### src/rtl/pipe_flow_ctrl_pkg.sv
// rtl/pipe_flow_ctrl_pkg.sv - shared word type, NOP constant and flow-controller state enum
package lc3b_types;

    typedef logic [15:0] lc3b_word;

    localparam lc3b_word NOP = 16'h0000;

    // I_WAIT: D side done, waiting on the I-cache; D_WAIT: fetch held, waiting on the D-cache
    typedef enum logic [1:0] {
        RUN     = 2'b00,
        I_WAIT  = 2'b01,
        D_WAIT  = 2'b10,
        ID_WAIT = 2'b11
    } flow_state_t;

    function automatic lc3b_word sat_inc(input lc3b_word value);
        return (value == 16'hFFFF) ? value : value + 16'd1;
    endfunction

endpackage

### src/rtl/pipe_flow_ctrl_if.sv
// rtl/pipe_flow_ctrl_if.sv - hazard, cache handshake and pipeline-register control bundle
interface pipe_flow_ctrl_if;
    import lc3b_types::*;

    logic     gen_bubble;
    logic     squash_ID;
    logic     imem_resp;
    lc3b_word if_ir_in;
    logic     dmem_req;
    logic     dmem_resp;
    logic     imem_read;
    logic     dmem_go;
    logic     pc_load;
    logic     id_ex_load;
    logic     id_ex_nop;
    logic     ex_mem_load;
    logic     mem_wb_load;
    logic     flow_ID_EX;
    lc3b_word if_id_ir;

    modport master (
        input  gen_bubble, squash_ID, imem_resp, if_ir_in, dmem_req, dmem_resp,
        output imem_read, dmem_go, pc_load, id_ex_load, id_ex_nop,
               ex_mem_load, mem_wb_load, flow_ID_EX, if_id_ir
    );

    modport slave (
        output gen_bubble, squash_ID, imem_resp, if_ir_in, dmem_req, dmem_resp,
        input  imem_read, dmem_go, pc_load, id_ex_load, id_ex_nop,
               ex_mem_load, mem_wb_load, flow_ID_EX, if_id_ir
    );

endinterface

### src/rtl/pipe_flow_ctrl_fetch_hold_buf.sv
// rtl/pipe_flow_ctrl_fetch_hold_buf.sv - cache-done flags (as controller state) and fetched-word hold buffer
module fetch_hold_buf
    import lc3b_types::*;
(
    input  logic     clk,
    input  logic     rst_n,
    input  logic     advance,
    input  logic     imem_resp,
    input  lc3b_word if_ir_in,
    input  logic     dmem_req,
    input  logic     dmem_resp,
    output logic     i_done,
    output logic     d_done,
    output lc3b_word fetched_word,
    output flow_state_t state
);

    flow_state_t state_q;
    flow_state_t state_next;
    lc3b_word    hold_q;
    logic        i_set;
    logic        d_set;

    always_ff @(posedge clk or negedge rst_n) begin
        if (!rst_n) begin
            state_q <= RUN;
        end else begin
            state_q <= state_next;
        end
    end

    // A response that arrives without advancing is remembered until the stage finally moves
    always_comb begin
        state_next = state_q;
        i_set      = i_done | imem_resp;
        d_set      = d_done | (dmem_resp & dmem_req);
        if (advance) begin
            state_next = RUN;
        end else begin
            case ({i_set, d_set})
                2'b10:   state_next = D_WAIT;
                2'b01:   state_next = I_WAIT;
                2'b11:   state_next = ID_WAIT;
                default: state_next = RUN;
            endcase
        end
    end

    always_ff @(posedge clk or negedge rst_n) begin
        if (!rst_n) begin
            hold_q <= NOP;
        end else if (imem_resp && !advance) begin
            hold_q <= if_ir_in;
        end
    end

    assign i_done       = (state_q == D_WAIT) || (state_q == ID_WAIT);
    assign d_done       = (state_q == I_WAIT) || (state_q == ID_WAIT);
    assign fetched_word = i_done ? hold_q : if_ir_in;
    assign state        = state_q;

endmodule

### src/rtl/pipe_flow_ctrl.sv
// rtl/pipe_flow_ctrl.sv - pipeline advance/stall/bubble control; PIPE_PERF_CNT_EN adds perf counters
module pipe_flow_ctrl
    import lc3b_types::*;
(
    input  logic             clk,
    input  logic             rst_n,
`ifdef PIPE_PERF_CNT_EN
    input  logic             perf_clr,
    output lc3b_word         bubble_cnt,
    output lc3b_word         squash_cnt,
    output lc3b_word         stall_cnt,
`endif
    pipe_flow_ctrl_if.master bus
);

    logic        advance;
    logic        i_done;
    logic        d_done;
    lc3b_word    fetched_word;
    lc3b_word    if_id_ir_q;
    flow_state_t state;

    fetch_hold_buf u_fetch_hold_buf (
        .clk          (clk),
        .rst_n        (rst_n),
        .advance      (advance),
        .imem_resp    (bus.imem_resp),
        .if_ir_in     (bus.if_ir_in),
        .dmem_req     (bus.dmem_req),
        .dmem_resp    (bus.dmem_resp),
        .i_done       (i_done),
        .d_done       (d_done),
        .fetched_word (fetched_word),
        .state        (state)
    );

    // Gating with rst_n keeps every strobe low and drops responses seen while reset is held
    assign advance = rst_n & (bus.imem_resp | i_done)
                           & (~bus.dmem_req | bus.dmem_resp | d_done);

    assign bus.flow_ID_EX  = advance;
    assign bus.id_ex_load  = advance;
    assign bus.ex_mem_load = advance;
    assign bus.mem_wb_load = advance;
    assign bus.pc_load     = advance & ~bus.gen_bubble;
    assign bus.id_ex_nop   = advance & (bus.gen_bubble | bus.squash_ID);
    assign bus.imem_read   = rst_n & ~i_done;
    assign bus.dmem_go     = rst_n & bus.dmem_req & ~d_done;
    assign bus.if_id_ir    = if_id_ir_q;

    // Bubble alone re-presents the held instruction; bubble plus squash kills it and refetches
    always_ff @(posedge clk or negedge rst_n) begin
        if (!rst_n) begin
            if_id_ir_q <= NOP;
        end else if (advance) begin
            if (bus.gen_bubble && bus.squash_ID) begin
                if_id_ir_q <= NOP;
            end else if (!bus.gen_bubble) begin
                if_id_ir_q <= fetched_word;
            end
        end
    end

`ifdef PIPE_PERF_CNT_EN
    always_ff @(posedge clk or negedge rst_n) begin
        if (!rst_n) begin
            bubble_cnt <= 16'h0000;
            squash_cnt <= 16'h0000;
            stall_cnt  <= 16'h0000;
        end else if (perf_clr) begin
            bubble_cnt <= 16'h0000;
            squash_cnt <= 16'h0000;
            stall_cnt  <= 16'h0000;
        end else begin
            if (advance && bus.gen_bubble) begin
                bubble_cnt <= sat_inc(bubble_cnt);
            end
            if (advance && bus.squash_ID) begin
                squash_cnt <= sat_inc(squash_cnt);
            end
            if (!advance) begin
                stall_cnt <= sat_inc(stall_cnt);
            end
        end
    end
`endif

endmodule

### src/flat_wrapper.sv
// flat-port wrapper written by rule: the top's interface ports become plain ports
module pipe_flow_ctrl_flat import lc3b_types::*;
  (clk, rst_n, bus_gen_bubble, bus_squash_ID, bus_imem_resp, bus_if_ir_in, bus_dmem_req, bus_dmem_resp, bus_imem_read, bus_dmem_go, bus_pc_load, bus_id_ex_load, bus_id_ex_nop, bus_ex_mem_load, bus_mem_wb_load, bus_flow_ID_EX, bus_if_id_ir);
  pipe_flow_ctrl_if bus_i ();
  input  logic clk;
  input  logic rst_n;
  input wire logic [$bits(bus_i.gen_bubble)-1:0] bus_gen_bubble;
  input wire logic [$bits(bus_i.squash_ID)-1:0] bus_squash_ID;
  input wire logic [$bits(bus_i.imem_resp)-1:0] bus_imem_resp;
  input wire logic [$bits(bus_i.if_ir_in)-1:0] bus_if_ir_in;
  input wire logic [$bits(bus_i.dmem_req)-1:0] bus_dmem_req;
  input wire logic [$bits(bus_i.dmem_resp)-1:0] bus_dmem_resp;
  output wire logic [$bits(bus_i.imem_read)-1:0] bus_imem_read;
  output wire logic [$bits(bus_i.dmem_go)-1:0] bus_dmem_go;
  output wire logic [$bits(bus_i.pc_load)-1:0] bus_pc_load;
  output wire logic [$bits(bus_i.id_ex_load)-1:0] bus_id_ex_load;
  output wire logic [$bits(bus_i.id_ex_nop)-1:0] bus_id_ex_nop;
  output wire logic [$bits(bus_i.ex_mem_load)-1:0] bus_ex_mem_load;
  output wire logic [$bits(bus_i.mem_wb_load)-1:0] bus_mem_wb_load;
  output wire logic [$bits(bus_i.flow_ID_EX)-1:0] bus_flow_ID_EX;
  output wire logic [$bits(bus_i.if_id_ir)-1:0] bus_if_id_ir;
  assign bus_i.gen_bubble = bus_gen_bubble;
  assign bus_i.squash_ID = bus_squash_ID;
  assign bus_i.imem_resp = bus_imem_resp;
  assign bus_i.if_ir_in = bus_if_ir_in;
  assign bus_i.dmem_req = bus_dmem_req;
  assign bus_i.dmem_resp = bus_dmem_resp;
  assign bus_imem_read = bus_i.imem_read;
  assign bus_dmem_go = bus_i.dmem_go;
  assign bus_pc_load = bus_i.pc_load;
  assign bus_id_ex_load = bus_i.id_ex_load;
  assign bus_id_ex_nop = bus_i.id_ex_nop;
  assign bus_ex_mem_load = bus_i.ex_mem_load;
  assign bus_mem_wb_load = bus_i.mem_wb_load;
  assign bus_flow_ID_EX = bus_i.flow_ID_EX;
  assign bus_if_id_ir = bus_i.if_id_ir;
  pipe_flow_ctrl u_core (.clk(clk), .rst_n(rst_n), .bus(bus_i));
endmodule
### config.mk
export PLATFORM = sky130hd
export DESIGN_NAME = pipe_flow_ctrl_flat
export DESIGN_NICKNAME = d
export VERILOG_FILES = /design/src/rtl/pipe_flow_ctrl_pkg.sv /design/src/rtl/pipe_flow_ctrl_if.sv /design/src/rtl/pipe_flow_ctrl_fetch_hold_buf.sv /design/src/rtl/pipe_flow_ctrl.sv /design/src/flat_wrapper.sv
export SDC_FILE = /design/constraint.sdc
export NUM_CORES = 1
export LEC_CHECK = 0
export ABC_AREA = 0
export BUFFER_PORTS_ARGS = -buffer_cell sky130_fd_sc_hd__buf_2
export CORE_MARGIN = 2
export CORE_UTILIZATION = 50
export CTS_CLUSTER_SIZE = 30
export DETAILED_ROUTE_END_ITERATION = 10
export PLACE_DENSITY = 0.9
export SYNTH_ARGS = -nofsm -noshare
export SYNTH_HDL_FRONTEND = slang
export SYNTH_SLANG_ARGS = --single-unit
### constraint.sdc
create_clock -name clk -period 1.9 [get_ports clk]
set_input_delay 0.19 -clock clk [delete_from_list [all_inputs] [get_ports clk]]
set_output_delay 0.19 -clock clk [all_outputs]
set_load 0.05 [all_outputs]
==> metrics.json <==
{
  "layout-area-overhead-vs-synth_pct": 21.7,
  "grt-ovfl-total": 0,
  "totalPowerFinal_uw": 2060,
  "cts_max_path_buffers": 2,
  "final.setup_skew_ns": 0.0100,
  "post_synth.cell_area_avg_um2": 14.6,
  "grt_first_pass_wirelength_um": 5380,
  "finalWorstSetupSlack_ns": 0.113,
  "timing_max_transition_violations_final": 0,
  "cp_max_fo": 4,
  "tritoncts_clock_tree": "done",
  "routed_wire_length_per_instance_um": 15.1,
  "worst_skew_pair.late_latency_ns": 0.31,
  "finalCritPeriodShare_pct": 94.1,
  "fin_crit_ns": 1.79,
  "cts-buffers-inserted": 5,
  "portion_of_the_post_synthesis_area_used_by_sequential_elements_pct": 53.8,
  "post_cts_resize_count": 0,
  "fmaxAchievable_ghz": 0.559,
  "detailed_place_hpwl_um": 2330,
  "avgViaCountPerCell": 5.15,
  "port_buffers": 46,
  "timing.max_cap.violations": 0,
  "yosysWarnings": 0,
  "initial_standard_cell_utilization_of_the_core_pct": 52.2,
  "post-route-cell-area_um2": 1920,
  "ant_nets": 0,
  "worstPathRequired_ns": 1.71,
  "powerDensity_nw_per_um2": 1070,
  "setup_viol": 0,
  "core_region_area_um2": 3030,
  "placement_rows": 20,
  "layout.cells.most_common_list": "sky130_fd_sc_hd__buf_2, sky130_fd_sc_hd__dfrtp_1, sky130_fd_sc_hd__mux2i_1, sky130_fd_sc_hd__o2bb2ai_1, sky130_fd_sc_hd__mux2_4",
  "post-place-ws_ns": 0.324,
  "holdCritPathClass": "input pin to flip-flop",
  "grt_setup_unrepaired": "no",
  "dpl_cell_area_um2": 1830,
  "netlist_instances": 108,
  "firstDrtPassIters": 4,
  "drcViolationCount": 0,
  "antenna_cells_inserted": 0,
  "grt_max_degree": 24,
  "worstSetupPathType": "input pin to output pin",
  "die_height_um": 60.2,
  "via_count": 1067,
  "grt_pass1_vias": 1211,
  "yosys_register_bits": 34,
  "result_of_the_run": "finished, final reports clean",
  "clock_tree_root": "sky130_fd_sc_hd__clkbuf_4",
  "clkSinkCount": 34,
  "mappedNetlistArea_um2": 1580,
  "worst-slew-pin-transition_ns": 0.663,
  "die_area_um2": 3630,
  "initialDrtViolationCount": 30,
  "most_frequent_standard_cell_in_the_layout_excluding_fill_and_tap_cells": "sky130_fd_sc_hd__buf_2",
  "slew-limit-headroom_pct": 55.6,
  "grt_antenna_before_repair": 0,
  "critPathLaunchType": "input pin",
  "n_fill_cell": 227,
  "routability_congestion": 0.770,
  "drive_gt1_share_pct": 50.9,
  "cellLeakagePower_uw": 0.000989,
  "gr-usage-all-layers_pct": 19.8,
  "clk_transition_reported_paths_ns": 0.10,
  "worstSetupEndpointType": "output pin",
  "synth_fp_nets": 131,
  "io-pin-count": 47,
  "final_net_count": 186,
  "drt-total-wl_um": 3120,
  "yosysUniqueCellTypes": 20,
  "timing_hold_violations_final": 0,
  "cp_data_arrival_time_ns": 1.60,
  "peakVddDrop_mv": 0.590,
  "fin_setup_tns_ns": 0,
  "chipWidth_um": 60.2,
  "h-tree-depth": 2
}
==> worst max-delay path, stage by stage <==
cell	delay, ns
sky130_fd_sc_hd__dlygate4sd3_1	0.51
sky130_fd_sc_hd__buf_2	0.11
sky130_fd_sc_hd__buf_4	0.12
sky130_fd_sc_hd__o21ai_0	0.10
sky130_fd_sc_hd__nor2_2	0.17
sky130_fd_sc_hd__buf_4	0.14
sky130_fd_sc_hd__buf_2	0.26
==> power by group <==
group	switching (uW)	total (uW)	internal, uW
logic	508	770	262
clock network	223	356	133
registers	77.7	934	856
total	808	2060	1250
==> through the flow <==
step                hold slack, ns  cells  util [%]
global route                0.0979    207      63.6
floorplan                   -0.106    108         -
detailed placement           0.149    195      60.6
global placement             0.137    195      60.6
CTS                          0.102    204      62.8
finish                       0.113    207      63.6
==> sequential cells by signal, summed over array words and instances (netlist names) <==
name,count
u_core.u_fetch_hold_buf.hold_q,16
u_core.u_fetch_hold_buf.state,2
u_core.bus.if_id_ir,16
==> cell families after synthesis <==
group / share of synthesized area, %
buffers and inverters: 5.30
AO/OA/AOI/OAI: 12.8
flip-flops: 53.8
AND/OR/NAND/NOR: 4.19
multiplexers: 23.9
==> final timing paths <==
kind,to,slack (ns),startpoint,depth (start not counted)
min reg2reg,u_core.bus.if_id_ir[0],0.49,u_core.bus.if_id_ir[0],1
max reg2reg,u_core.u_fetch_hold_buf.hold_q[15],0.30,u_core.u_fetch_hold_buf.state[0],3
min in group asynchronous,u_core.bus.if_id_ir[13],0.50,rst_n,4
max in group asynchronous,u_core.u_fetch_hold_buf.hold_q[1],0.52,rst_n,4
min,u_core.u_fetch_hold_buf.hold_q[13],0.11,bus_if_ir_in[13],2
max,bus_ex_mem_load,0.11,rst_n,7
==> routing by layer <==
layer / track usage [%] / share of wire [%] / wire, um
met3: 3.68 / 2.5 / 77
met1: 24.9 / 43 / 1350
met4: 7.30 / 1.2 / 36
met2: 33.9 / 53 / 1650
met5: 0 / 0 / 0
==> cells in the mapped netlist, drive strengths merged <==
cell type	instances	share of area, %
dfrtp	34	54
o21a	2	0.95
nor2	5	1.2
inv	3	0.71
nor3b	2	1.7
mux2i	16	10
mux2	16	14
a21oi	1	0.32
o21ai	2	1.3
o211ai	1	1.3
or3b	1	0.71
o2bb2ai	16	8.9
nand3	1	0.63
buf	8	4.6
==> repair_timing <==
action	in CTS	in global routing
endpoints found under the setup margin	0	1
hold buffers	2	0
setup buffers	0	3
endpoints found under the hold margin	11	0
==> final cells by class <==
cell class | instances | area, um2 | share of cell area (%)
Clock buffer | 5 | 37.5 | 1.95
Clock inverter | 2 | 10.0 | 0.520
Inverter | 3 | 11.3 | 0.585
Multi-Input combinational cell | 63 | 649 | 33.7
Sequential cell | 34 | 851 | 44.2
Tap cell | 44 | 55.1 | 2.86
Timing Repair Buffer | 56 | 310 | 16.1
Power figures use the tool's default switching activity.
